File: src/rtl/pipeline_pkg.sv
// Shared types and constants for the stage arbiter pipeline slice.
package pipeline_pkg;
  localparam int NUM_W    = 5;
  localparam int MAX_NREQ = 8;

  typedef logic [NUM_W-1:0] num_t;

  // Bits needed to index v entries; never less than 1.
  function automatic int clog2(input int v);
    int w;
    w = 1;
    for (int i = 1; i < 31; i++) begin
      if ((1 << i) < v) w = i + 1;
    end
    return w;
  endfunction
endpackage

File: src/rtl/tag_fifo.sv
// Synchronous FIFO holding the requester tag of every transaction in flight.
// FORMAL adds occupancy and overflow assertions.
module tag_fifo
  import pipeline_pkg::*;
#(
  parameter int DEPTH = 4,
  parameter int WIDTH = 1
) (
  input  logic             clk,
  input  logic             reset,
  input  logic             push,
  input  logic [WIDTH-1:0] push_data,
  input  logic             pop,
  output logic [WIDTH-1:0] head,
  output logic             full,
  output logic             empty
);
  localparam int AW = clog2(DEPTH);
  localparam logic [AW:0]   FULL_CNT = DEPTH[AW:0];
  localparam logic [AW-1:0] PTR_ONE  = AW'(1);
  localparam logic [AW:0]   CNT_ONE  = (AW + 1)'(1);

  logic [WIDTH-1:0] mem [DEPTH];
  logic [AW-1:0]    rd_ptr;
  logic [AW-1:0]    wr_ptr;
  logic [AW:0]      count;
  logic             do_push;
  logic             do_pop;

  assign full    = (count == FULL_CNT);
  assign empty   = (count == '0);
  assign head    = mem[rd_ptr];
  assign do_push = push && !full;
  assign do_pop  = pop && !empty;

  always_ff @(posedge clk) begin
    if (do_push && !reset) mem[wr_ptr] <= push_data;
  end

  // Pointers are exactly log2(DEPTH) bits, so they wrap without explicit compare.
  always_ff @(posedge clk) begin
    if (reset) begin
      rd_ptr <= '0;
      wr_ptr <= '0;
      count  <= '0;
    end else begin
      if (do_push) wr_ptr <= wr_ptr + PTR_ONE;
      if (do_pop)  rd_ptr <= rd_ptr + PTR_ONE;
      case ({do_push, do_pop})
        2'b10:   count <= count + CNT_ONE;
        2'b01:   count <= count - CNT_ONE;
        default: count <= count;
      endcase
    end
  end

`ifdef FORMAL
  a_count_max: assert property (@(posedge clk) disable iff (reset) count <= FULL_CNT);
  a_no_push_full: assert property (@(posedge clk) disable iff (reset) !(push && full));
`endif
endmodule

File: src/rtl/stage_arbiter.sv
// Round-robin arbiter sharing one pipeline stage among NREQ requesters, with in-order
// result routing via a tag FIFO. ARB_STATS_EN adds saturating per-requester grant counters.
module stage_arbiter
  import pipeline_pkg::*;
#(
  parameter int NREQ  = 2,
  parameter int DEPTH = 4
) (
  input  logic                  clk,
  input  logic                  reset,
  input  logic [NREQ-1:0]       req_valid,
  output logic [NREQ-1:0]       req_ready,
  input  logic [NREQ*NUM_W-1:0] req_num,
  output logic                  issue_valid,
  input  logic                  issue_ready,
  output num_t                  issue_num,
  input  logic                  ret_valid,
  output logic                  ret_ready,
  input  num_t                  ret_num,
  output logic [NREQ-1:0]       rsp_valid,
  input  logic [NREQ-1:0]       rsp_ready,
  output num_t                  rsp_num
`ifdef ARB_STATS_EN
  ,
  output logic [NREQ*8-1:0]     grant_count
`endif
);
  localparam int TW = clog2(NREQ);
  localparam logic [TW-1:0] LAST = TW'(NREQ - 1);

  logic [TW-1:0] ptr;
  logic [TW-1:0] gidx;
  logic [TW-1:0] tag_head;
  logic          grant;
  logic          load_ok;
  logic          tag_full;
  logic          tag_empty;
  logic          tag_pop;

  // No look-ahead on a same-cycle pop: a full FIFO blocks the grant outright.
  assign load_ok = !reset && (!issue_valid || issue_ready) && !tag_full;

  always_comb begin
    grant = 1'b0;
    gidx  = '0;
    if (load_ok) begin
      for (int k = 1; k <= NREQ; k++) begin
        if (!grant && req_valid[(int'(ptr) + k) % NREQ]) begin
          grant = 1'b1;
          gidx  = TW'((int'(ptr) + k) % NREQ);
        end
      end
    end
  end

  always_comb begin
    req_ready = '0;
    if (grant) req_ready[gidx] = 1'b1;
  end

  always_ff @(posedge clk) begin
    if (reset) begin
      issue_valid <= 1'b0;
      issue_num   <= '0;
      ptr         <= LAST;
    end else if (grant) begin
      issue_valid <= 1'b1;
      issue_num   <= req_num[int'(gidx)*NUM_W +: NUM_W];
      ptr         <= gidx;
    end else if (issue_ready) begin
      issue_valid <= 1'b0;
    end
  end

  tag_fifo #(
    .DEPTH (DEPTH),
    .WIDTH (TW)
  ) u_tag_fifo (
    .clk       (clk),
    .reset     (reset),
    .push      (grant),
    .push_data (gidx),
    .pop       (tag_pop),
    .head      (tag_head),
    .full      (tag_full),
    .empty     (tag_empty)
  );

  assign ret_ready = !reset && !tag_empty && rsp_ready[tag_head];
  assign rsp_num   = ret_num;
  assign tag_pop   = ret_valid && ret_ready;

  always_comb begin
    rsp_valid = '0;
    if (!reset && ret_valid && !tag_empty) rsp_valid[tag_head] = 1'b1;
  end

`ifdef ARB_STATS_EN
  logic [7:0] cnt [NREQ];

  always_ff @(posedge clk) begin
    if (reset) begin
      for (int i = 0; i < NREQ; i++) cnt[i] <= '0;
    end else if (grant && cnt[gidx] != 8'hFF) begin
      cnt[gidx] <= cnt[gidx] + 8'd1;
    end
  end

  always_comb begin
    grant_count = '0;
    for (int i = 0; i < NREQ; i++) grant_count[i*8 +: 8] = cnt[i];
  end
`endif

`ifdef FORMAL
  a_ready_onehot0: assert property (@(posedge clk) $onehot0(req_ready));
  a_no_ret_empty: assert property (@(posedge clk) !(ret_ready && tag_empty));
  a_issue_stable: assert property (@(posedge clk) disable iff (reset)
    (issue_valid && !issue_ready) |=> $stable(issue_num));
`endif
endmodule

File: config.mk
export PLATFORM = sky130hd
export DESIGN_NAME = stage_arbiter
export DESIGN_NICKNAME = d
export VERILOG_FILES = /design/src/rtl/pipeline_pkg.sv /design/src/rtl/tag_fifo.sv /design/src/rtl/stage_arbiter.sv
export SDC_FILE = /design/constraint.sdc
export NUM_CORES = 1
export LEC_CHECK = 0
export ABC_AREA = 0
export BUFFER_PORTS_ARGS = -buffer_cell sky130_fd_sc_hd__buf_2
export CAP_MARGIN = 10
export CELL_PAD_IN_SITES_DETAIL_PLACEMENT = 0
export CELL_PAD_IN_SITES_GLOBAL_PLACEMENT = 1
export CORE_ASPECT_RATIO = 1.2
export CORE_MARGIN = 2
export CORE_UTILIZATION = 38
export DETAILED_ROUTE_END_ITERATION = 8
export GPL_ROUTABILITY_DRIVEN = 1
export PLACE_DENSITY = 0.87
export SLEW_MARGIN = 20
export SYNTH_ARGS = -nofsm -noshare
export SYNTH_HDL_FRONTEND = slang
export SYNTH_SLANG_ARGS = --single-unit
File: constraint.sdc
create_clock -name clk -period 4.2 [get_ports clk]
set_input_delay 0.21 -clock clk [delete_from_list [all_inputs] [get_ports clk]]
set_output_delay 0.21 -clock clk [all_outputs]
set_load 0.005 [all_outputs]
==> results.cfg, run 1 <==
[finish]
antenna_cells = 0
drive_gt1_frac = 0.276
seqCellArea_um2 = 440
syn2layout_area_growth_pct = 17.8
stdcell_count = 160
nFillCells = 255
multi_input_area_um2 = 498
fin_nets = 157

[worst_setup_path]
cp_max_fo = 18
crit_chain = nor2_1, a2111oi_4, inv_1, ha_1, inv_1, fa_1, xor2_1, or3_1, a21oi_1
crit_path_end_kind = flop
slowest_stage = a2111oi_4
critical_path_class = reg -> reg
worstSetupStartpointType = flop
cpMostUsedCell = inv_1
crit_required_ns = 4.44
cp.arrival_ns = 2.80
cp_num_buf_inv = 2
cpPeakStageDelay_ns = 0.87
cp_top_family = compound AO/OA/AOI/OAI gates

[clocking]
hold_buffers = 0
cts_max_path_buffers = 2
cts_resized = 0
post-cts-setup-buffers = 0
cts_made_buffers = 3
clkSinkCount = 20
cts.htree.levels = 1
path_clk_slew_ns = 0.12
cts-root-buf = clkbuf_4
cts_tree = yes
clock_latency_ns = 0.30

[pwr]
p_sw_frac = 0.248
p_sw_w = 0.000113
seq_power_share = 0.480
powerDensity_nw_per_um2 = 380
clkPwrFrac = 0.343
internal_power_w = 0.000343
peakVddDrop_mv = 0.258
p_leak_nw = 0.512
p_comb_frac = 0.177

[synthesis]
ys_top_cells_by_area = dfxtp_1 (31%), edfxtp_1 (12%), nor2_1 (6.6%)
synth_seq_cells = 20
ys_types = 28
syn-cell-area_um2 = 1020
yosys.area.top_type = dfxtp_1
avgSynthCellArea_um2 = 9.91
ys.flop_type = dfxtp_1
syn_inst = 103
synth.top_cell.area_share = 0.314
yosysMostFrequentCell = nor2_1
synth-async-reset-ratio = 0
syn-num-nets = 132
ys_seq_area_frac = 0.431
synth_commonest_cells = nor2_1 (18), dfxtp_1 (16), inv_1 (8)
yosysWarnings = 0
synth_edf_count = 4

[die]
die_h_um = 60.8
row_count = 20
start_util = 0.400
die_x_um = 51.3
die_area_um2 = 3120
core-area_um2 = 2550
pin_count = 39

[detailed_routing]
drt-total-wl_um = 1830
ant_nets = 0
via_count = 777
drc = 0
drtPass1Iterations = 4
routedWlPerCell_um = 11.4
drt_iter0_markers = 5
viasPerCell = 4.86

[flow_run]
cap_violations = 0

[sta]
setup_viol = 0
max-slew-margin-rel = 0.388
timing.final.crit_share = 0.609
post-route-min-period_ns = 2.56
finalClockSkew_ns = 0.000870
fin_tns_setup_ns = 0
rsz0062_at_grt = false
drv_slew = 0
clock.fmax_mhz = 391
hold_viol = 0
holdWs_ns = 0.237
worst_pin_slew_ns = 0.918

[min_path]
hold_class = in -> reg

[global_route]
gr-usage-all-layers = 0.132
grt_pass1_vias = 792
grt_start_max_net_pins = 19
overflow = 0
antenna_found_initial = 0
grt_pass1_wl_um = 3170

[placement]
dpl.hpwl_um = 1400
port-buffer-count = 28
gp_congestion = 0.676
dpl.cell_count = 156

[status]
status = finished clean
## cells by family after synthesis
| group | after synthesis | share of synthesized area |
|---|---|---|
| buffers and inverters | 16 | 0.0809 |
| multiplexers | 8 | 0.0944 |
| AO/OA/AOI/OAI | 17 | 0.135 |
| XOR/XNOR | 3 | 0.0257 |
| flip-flops | 20 | 0.431 |
| AND/OR/NAND/NOR | 33 | 0.152 |
| adder cells (fa/ha/maj) | 6 | 0.0809 |
## power groups by stage
stage / combinational, W / sequential [W] / clock (W)
3_3_place_gp: 0.0000782 / 0.000222 / 0
2_1_floorplan: 0.0000600 / 0.000222 / 0
6_report: 0.0000807 / 0.000219 / 0.000157
4_1_cts: 0.0000824 / 0.000219 / 0.000161
5_1_grt: 0.0000934 / 0.000221 / 0.000167
3_5_place_dp: 0.0000821 / 0.000223 / 0
## registers in the layout, indices dropped and copies added, names as in the netlist, named ones only
name and cells:
u_tag_fifo.mem 4, u_tag_fifo.wr_ptr 2, issue_num 5, u_tag_fifo.count 3, issue_valid 1, ptr 1, u_tag_fifo.rd_ptr 2
## final cells by class
cell class / instances / share of cell area
inverter: 8 / 0.0250
clock buffer: 3 / 0.0187
sequential: 20 / 0.366
multi-input combinational: 67 / 0.414
clock inverter: 1 / 0.0250
tap: 33 / 0.0343
timing repair buffer: 28 / 0.117
## per-stage QoR
step                total power (W)  cell area, um^2   util  setup slack [ns]
finish                     0.000457             1200  0.471              1.64
global route               0.000481             1200  0.471              1.43
CTS                        0.000463             1200  0.471              1.59
detailed placement         0.000305             1150  0.450              1.67
global placement           0.000300             1150  0.450              1.76
floorplan                  0.000282             1020      -              1.84
## placed cells by master, fill, tap and decap left out, types with 2 or more instances in the layout
cell,instances
edfxtp_1,4
clkbuf_4,3
buf_2,28
ha_1,5
nor2b_1,3
a21oi_1,4
nand2_1,2
nor2_1,18
xor2_1,2
and2_1,6
or3_1,3
a211oi_1,6
dfxtp_1,16
inv_1,8
mux2i_1,6
## final timing paths
path / cells after the start / end / from / slack (ns)
worst max-delay path: 9 / u_tag_fifo.count[2] / u_tag_fifo.count[0] / 1.64
worst min-delay path: 3 / issue_num[3] / req_num[3] / 0.24
worst max register to register: 9 / u_tag_fifo.count[2] / u_tag_fifo.count[0] / 1.64
worst min register to register: 1 / u_tag_fifo.rd_ptr[1] / u_tag_fifo.rd_ptr[1] / 0.49
## worst register-to-register path, delay by kind of cell (launching register included)
family / cells / cell delay (ns)
AO/OA/AOI/OAI: 2 / 1.01
adder cells (fa/ha/maj): 2 / 0.41
buffers and inverters: 2 / 0.17
XOR/XNOR: 1 / 0.08
AND/OR/NAND/NOR: 2 / 0.41
flip-flops: 1 / 0.40
## layer usage
| metal | up-vias | share of wire | global-route usage | routed length [um] |
|---|---|---|---|---|
| met1 | 357 | 0.41 | 0.137 | 755 |
| li1 | 394 | - | - | - |
| met3 | 4 | 0.056 | 0.0271 | 102 |
| met5 | - | 0 | 0 | 0 |
| met4 | 0 | 0.0088 | 0.0602 | 16 |
| met2 | 22 | 0.52 | 0.256 | 951 |
(Power assumes the default switching activity.)
==> run 2: changes to the inputs <==
- CORE_UTILIZATION: 38 -> 31
- PLACE_DENSITY: 0.87 -> 0.77
- clock period: 4.2 -> 2.1 ns (I/O delays scaled with it)
==> results.cfg, run 2 (synthesis gave the netlist of run 1 again) <==
[clocking]
cts_tree = yes
clock_latency_ns = 0.30
path_clk_slew_ns = 0.11
cts.htree.levels = 1
clkSinkCount = 20
cts_made_buffers = 3
cts_max_path_buffers = 2
hold_buffers = 0
cts-root-buf = clkbuf_4

[global_route]
antenna_found_initial = 0
gr-usage-all-layers = 0.120
grt_start_max_net_pins = 18
grt_pass1_wl_um = 3510
grt_pass1_vias = 821
overflow = 0

[die]
start_util = 0.328
row_count = 22
die_x_um = 56.4
pin_count = 39
die_h_um = 66.9
die_area_um2 = 3770
core-area_um2 = 3110

[finish]
layout_commonest_cell = buf_2
nFillCells = 317
antenna_cells = 0
top_register = issue_num
largest_reg_flops = 5
stdcell_count = 173
multi_input_area_um2 = 508
fin_area_um2 = 1290
mostFrequentLayoutCells = buf_2 (28), nor2_1 (16), dfxtp_1 (15), buf_4 (10), inv_1 (7)
drive_gt1_frac = 0.372
largestRegisters = issue_num x5, u_tag_fifo.mem x4, u_tag_fifo.count x3
fin_nets = 167
syn2layout_area_growth_pct = 26.6
finish.utilization = 0.416
seqCellArea_um2 = 442

[sta]
max-slew-margin-rel = 0.761
timing.final.crit_share = 1.14
drv_slew = 0
rsz0062_at_grt = true
worst_slack_ns = -0.291
worst_pin_slew_ns = 0.354
post-route-min-period_ns = 2.39
hold_viol = 0
fin_tns_setup_ns = -0.429
holdWs_ns = 0.129
setup_viol = 2
finalClockSkew_ns = 0.00501
clock.fmax_mhz = 418

[worst_setup_path]
crit_chain = mux4_2, mux2i_2, nor2_1, ha_2, inv_2, fa_2, xor2_1, or3_1, a21oi_1
worstSetupStartpointType = flop
cp.arrival_ns = 2.63
crit_path_end_kind = flop
crit_required_ns = 2.34
slowest_stage = mux4_2
cp_num_buf_inv = 1
cp_max_fo = 2
critical_path_class = reg -> reg
cp_top_family = multiplexers
cpPeakStageDelay_ns = 0.51

[detailed_routing]
drc = 0
viasPerCell = 4.73
ant_nets = 0
routedWlPerCell_um = 11.4
drtPass1Iterations = 3
drt-total-wl_um = 1960
drt_iter0_markers = 8
via_count = 818

[status]
status = complete, but fails checks
violations = negative setup slack

[flow_run]
cap_violations = 0

[pwr]
powerDensity_nw_per_um2 = 724
peakVddDrop_mv = 0.406
p_leak_nw = 0.561

[placement]
dpl.hpwl_um = 1520
place_area_um2 = 1220
port-buffer-count = 28
dpl.cell_count = 168
gp_congestion = 0.771

[min_path]
hold_class = in -> reg
## run 2: changes by cell type in the layout (fill, tap and decap cells not counted), sizes merged
cell / before / now
buf: 28 / 38
## run 2: metrics by stage
stage	power, W	setup slack [ns]
2_1_floorplan	0.000567	-0.258
3_3_place_gp	0.000623	-0.243
3_5_place_dp	0.000629	-0.355
4_1_cts	0.000947	-0.307
5_1_grt	0.000994	-0.380
6_report	0.000936	-0.291
## run 2: final timing paths
kind                        startpoint                   end  slack [ns]  depth (start not counted)
hold / removal                   reset  u_tag_fifo.wr_ptr[1]        0.13                          2
setup reg to reg     u_tag_fifo.mem[3]   u_tag_fifo.count[2]       -0.29                          9
setup / recovery     u_tag_fifo.mem[3]   u_tag_fifo.count[2]       -0.29                          9
hold reg to reg   u_tag_fifo.rd_ptr[1]  u_tag_fifo.rd_ptr[1]        0.48                          1
## run 2: metal layers
layer,vias up,track usage,routed length [um]
li1,415,-,-
met1,366,0.128,843
met2,33,0.218,972
met3,4,0.0330,121
met4,0,0.0625,26
met5,-,0,0
## run 2: timing repair
action                                  4_1_cts  5_1_grt
gates resized for setup                       3        1
pin swaps                                     3        2
endpoints found under the setup margin        2        2
buffers inserted                              1        0
## run 2: power by group
part / internal [W] / total, W / leakage (nW) / switching [W]
Sequential: 0.000420 / 0.000439 / 0.169 / 0.0000197
Clock: 0.000193 / 0.000308 / 0.0279 / 0.000115
Combinational: 0.0000950 / 0.000188 / 0.364 / 0.0000932
## run 2: layout make-up
type	instances	area share
clock inverters	1	0.0232
well taps	36	0.0348
multi-input cells	67	0.393
repair buffers	38	0.167
clock buffers	3	0.0174
inverters	8	0.0232
flip-flops and latches	20	0.342
==> run 3: changes to the inputs <==
- TNS_END_PERCENT: unset -> 1
==> results.cfg, run 3 (synthesis gave the netlist of run 1 again) <==
[worst_setup_path]
crit_required_ns = 2.34
startpoint = u_tag_fifo.mem[3]
worstSetupStartpointType = flop
critical_path_class = reg -> reg
crit_path_end_kind = flop
cp_max_fo = 2
rr_startpoint = u_tag_fifo.mem[3]
rr_worst_depth = 9
cp.arrival_ns = 2.60

[finish]
mostFrequentLayoutCells = buf_2 (28), nor2_1 (18), dfxtp_1 (16), buf_4 (12), inv_1 (7)
largest_reg_flops = 5
nFillCells = 320
drive_gt1_frac = 0.360
top_register = issue_num
syn2layout_area_growth_pct = 27.5
antenna_cells = 0
fin_nets = 169
largestRegisters = issue_num x5, u_tag_fifo.mem x4, u_tag_fifo.count x3
layout_commonest_cell = buf_2

[pwr]
p_leak_nw = 0.571
fin_total_pwr_w = 0.000935
peakVddDrop_mv = 0.338
powerDensity_nw_per_um2 = 719

[placement]
port-buffer-count = 28
place_ws_ns = -0.306
gp_congestion = 0.691
dpl.hpwl_um = 1410

[die]
start_util = 0.328
die_x_um = 56.4
pin_count = 39
die_h_um = 66.9
die_area_um2 = 3770
core-area_um2 = 3110
row_count = 22

[clocking]
cts.htree.levels = 1
cts_max_path_buffers = 2
cts_tree = yes
path_clk_slew_ns = 0.12
clock_latency_ns = 0.30
clkSinkCount = 20
cts-root-buf = clkbuf_4
hold_buffers = 0
cts_made_buffers = 3

[global_route]
grt_start_max_net_pins = 18
grt_pass1_vias = 752
overflow = 0
gr-usage-all-layers = 0.107
antenna_found_initial = 0
grt_pass1_wl_um = 3130

[detailed_routing]
ant_nets = 0
viasPerCell = 4.55
drtPass1Iterations = 3
routedWlPerCell_um = 10.4
drt-total-wl_um = 1830
via_count = 796
drc = 0
drt_iter0_markers = 8

[sta]
drv_slew = 0
holdWs_ns = 0.105
finalClockSkew_ns = 0.00334
fin_tns_setup_ns = -0.345
timing.final.crit_share = 1.12
rsz0062_at_grt = true
max-slew-margin-rel = 0.546
post-route-min-period_ns = 2.36
hold_viol = 0
clock.fmax_mhz = 424
worst_slack_ns = -0.259
worst_pin_slew_ns = 0.679
setup_viol = 2

[status]
status = complete, but fails checks
violations = negative setup slack

[min_path]
holdPathStages = 2
worstHoldStart = reset
hold_class = in -> reg

[flow_run]
cap_violations = 0
[run 3: changes by cell type in the layout (fill, tap and decap cells not counted), sizes merged]
cell and change:
buf +2
[run 3: path summary, 6_finish.rpt]
| path | slack [ns] | end |
|---|---|---|
| worst max register to register | -0.26 | u_tag_fifo.count[2] |
| worst min register to register | 0.48 | u_tag_fifo.rd_ptr[1] |
| worst max-delay path | -0.26 | u_tag_fifo.count[2] |
| worst min-delay path | 0.11 | u_tag_fifo.wr_ptr[0] |
[run 3: repair_timing]
action                                  4_1_cts  5_1_grt
gates resized for setup                       3        0
endpoints found under the setup margin        2        2
buffers inserted                              1        1
pin swaps                                     3        2
[run 3: per-stage QoR]
step	instance area, um^2	util	std cells
2_1_floorplan	1020	-	103
3_3_place_gp	1230	0.395	169
3_5_place_dp	1230	0.395	169
4_1_cts	1290	0.416	174
5_1_grt	1300	0.418	175
6_report	1300	0.418	175
[run 3: final cells by class]
| class | count | area, um^2 | area share |
|---|---|---|---|
| clock buffers | 3 | 22.5 | 0.0173 |
| clock inverters | 1 | 30.0 | 0.0231 |
| inverters | 8 | 30.0 | 0.0231 |
| multi-input cells | 67 | 503 | 0.387 |
| flip-flops and latches | 20 | 440 | 0.338 |
| well taps | 36 | 45.0 | 0.0346 |
| repair buffers | 40 | 230 | 0.177 |
[run 3: per-layer routing]
| layer | global-route usage | vias to the layer above | share of wire |
|---|---|---|---|
| met4 | 0.0536 | 0 | 0.0066 |
| met3 | 0.0350 | 2 | 0.091 |
| li1 | - | 417 | - |
| met5 | 0 | - | 0 |
| met2 | 0.174 | 28 | 0.45 |
| met1 | 0.126 | 349 | 0.45 |
[run 3: report_power, final]
group          internal [W]  leakage, nW  switching (W)
Combinational     0.0000947        0.374      0.0000903
Clock              0.000193       0.0279       0.000121
Sequential         0.000419        0.169      0.0000176
[run 3: worst max-delay path: stages (launching register included)]
cell and delay [ns]:
edfxtp_1 0.38, mux4_2 0.51, mux2i_2 0.18, nor2_1 0.10, ha_2 0.19, inv_2 0.04
fa_2 0.32, xor2_1 0.15, or3_1 0.30, a21oi_1 0.12
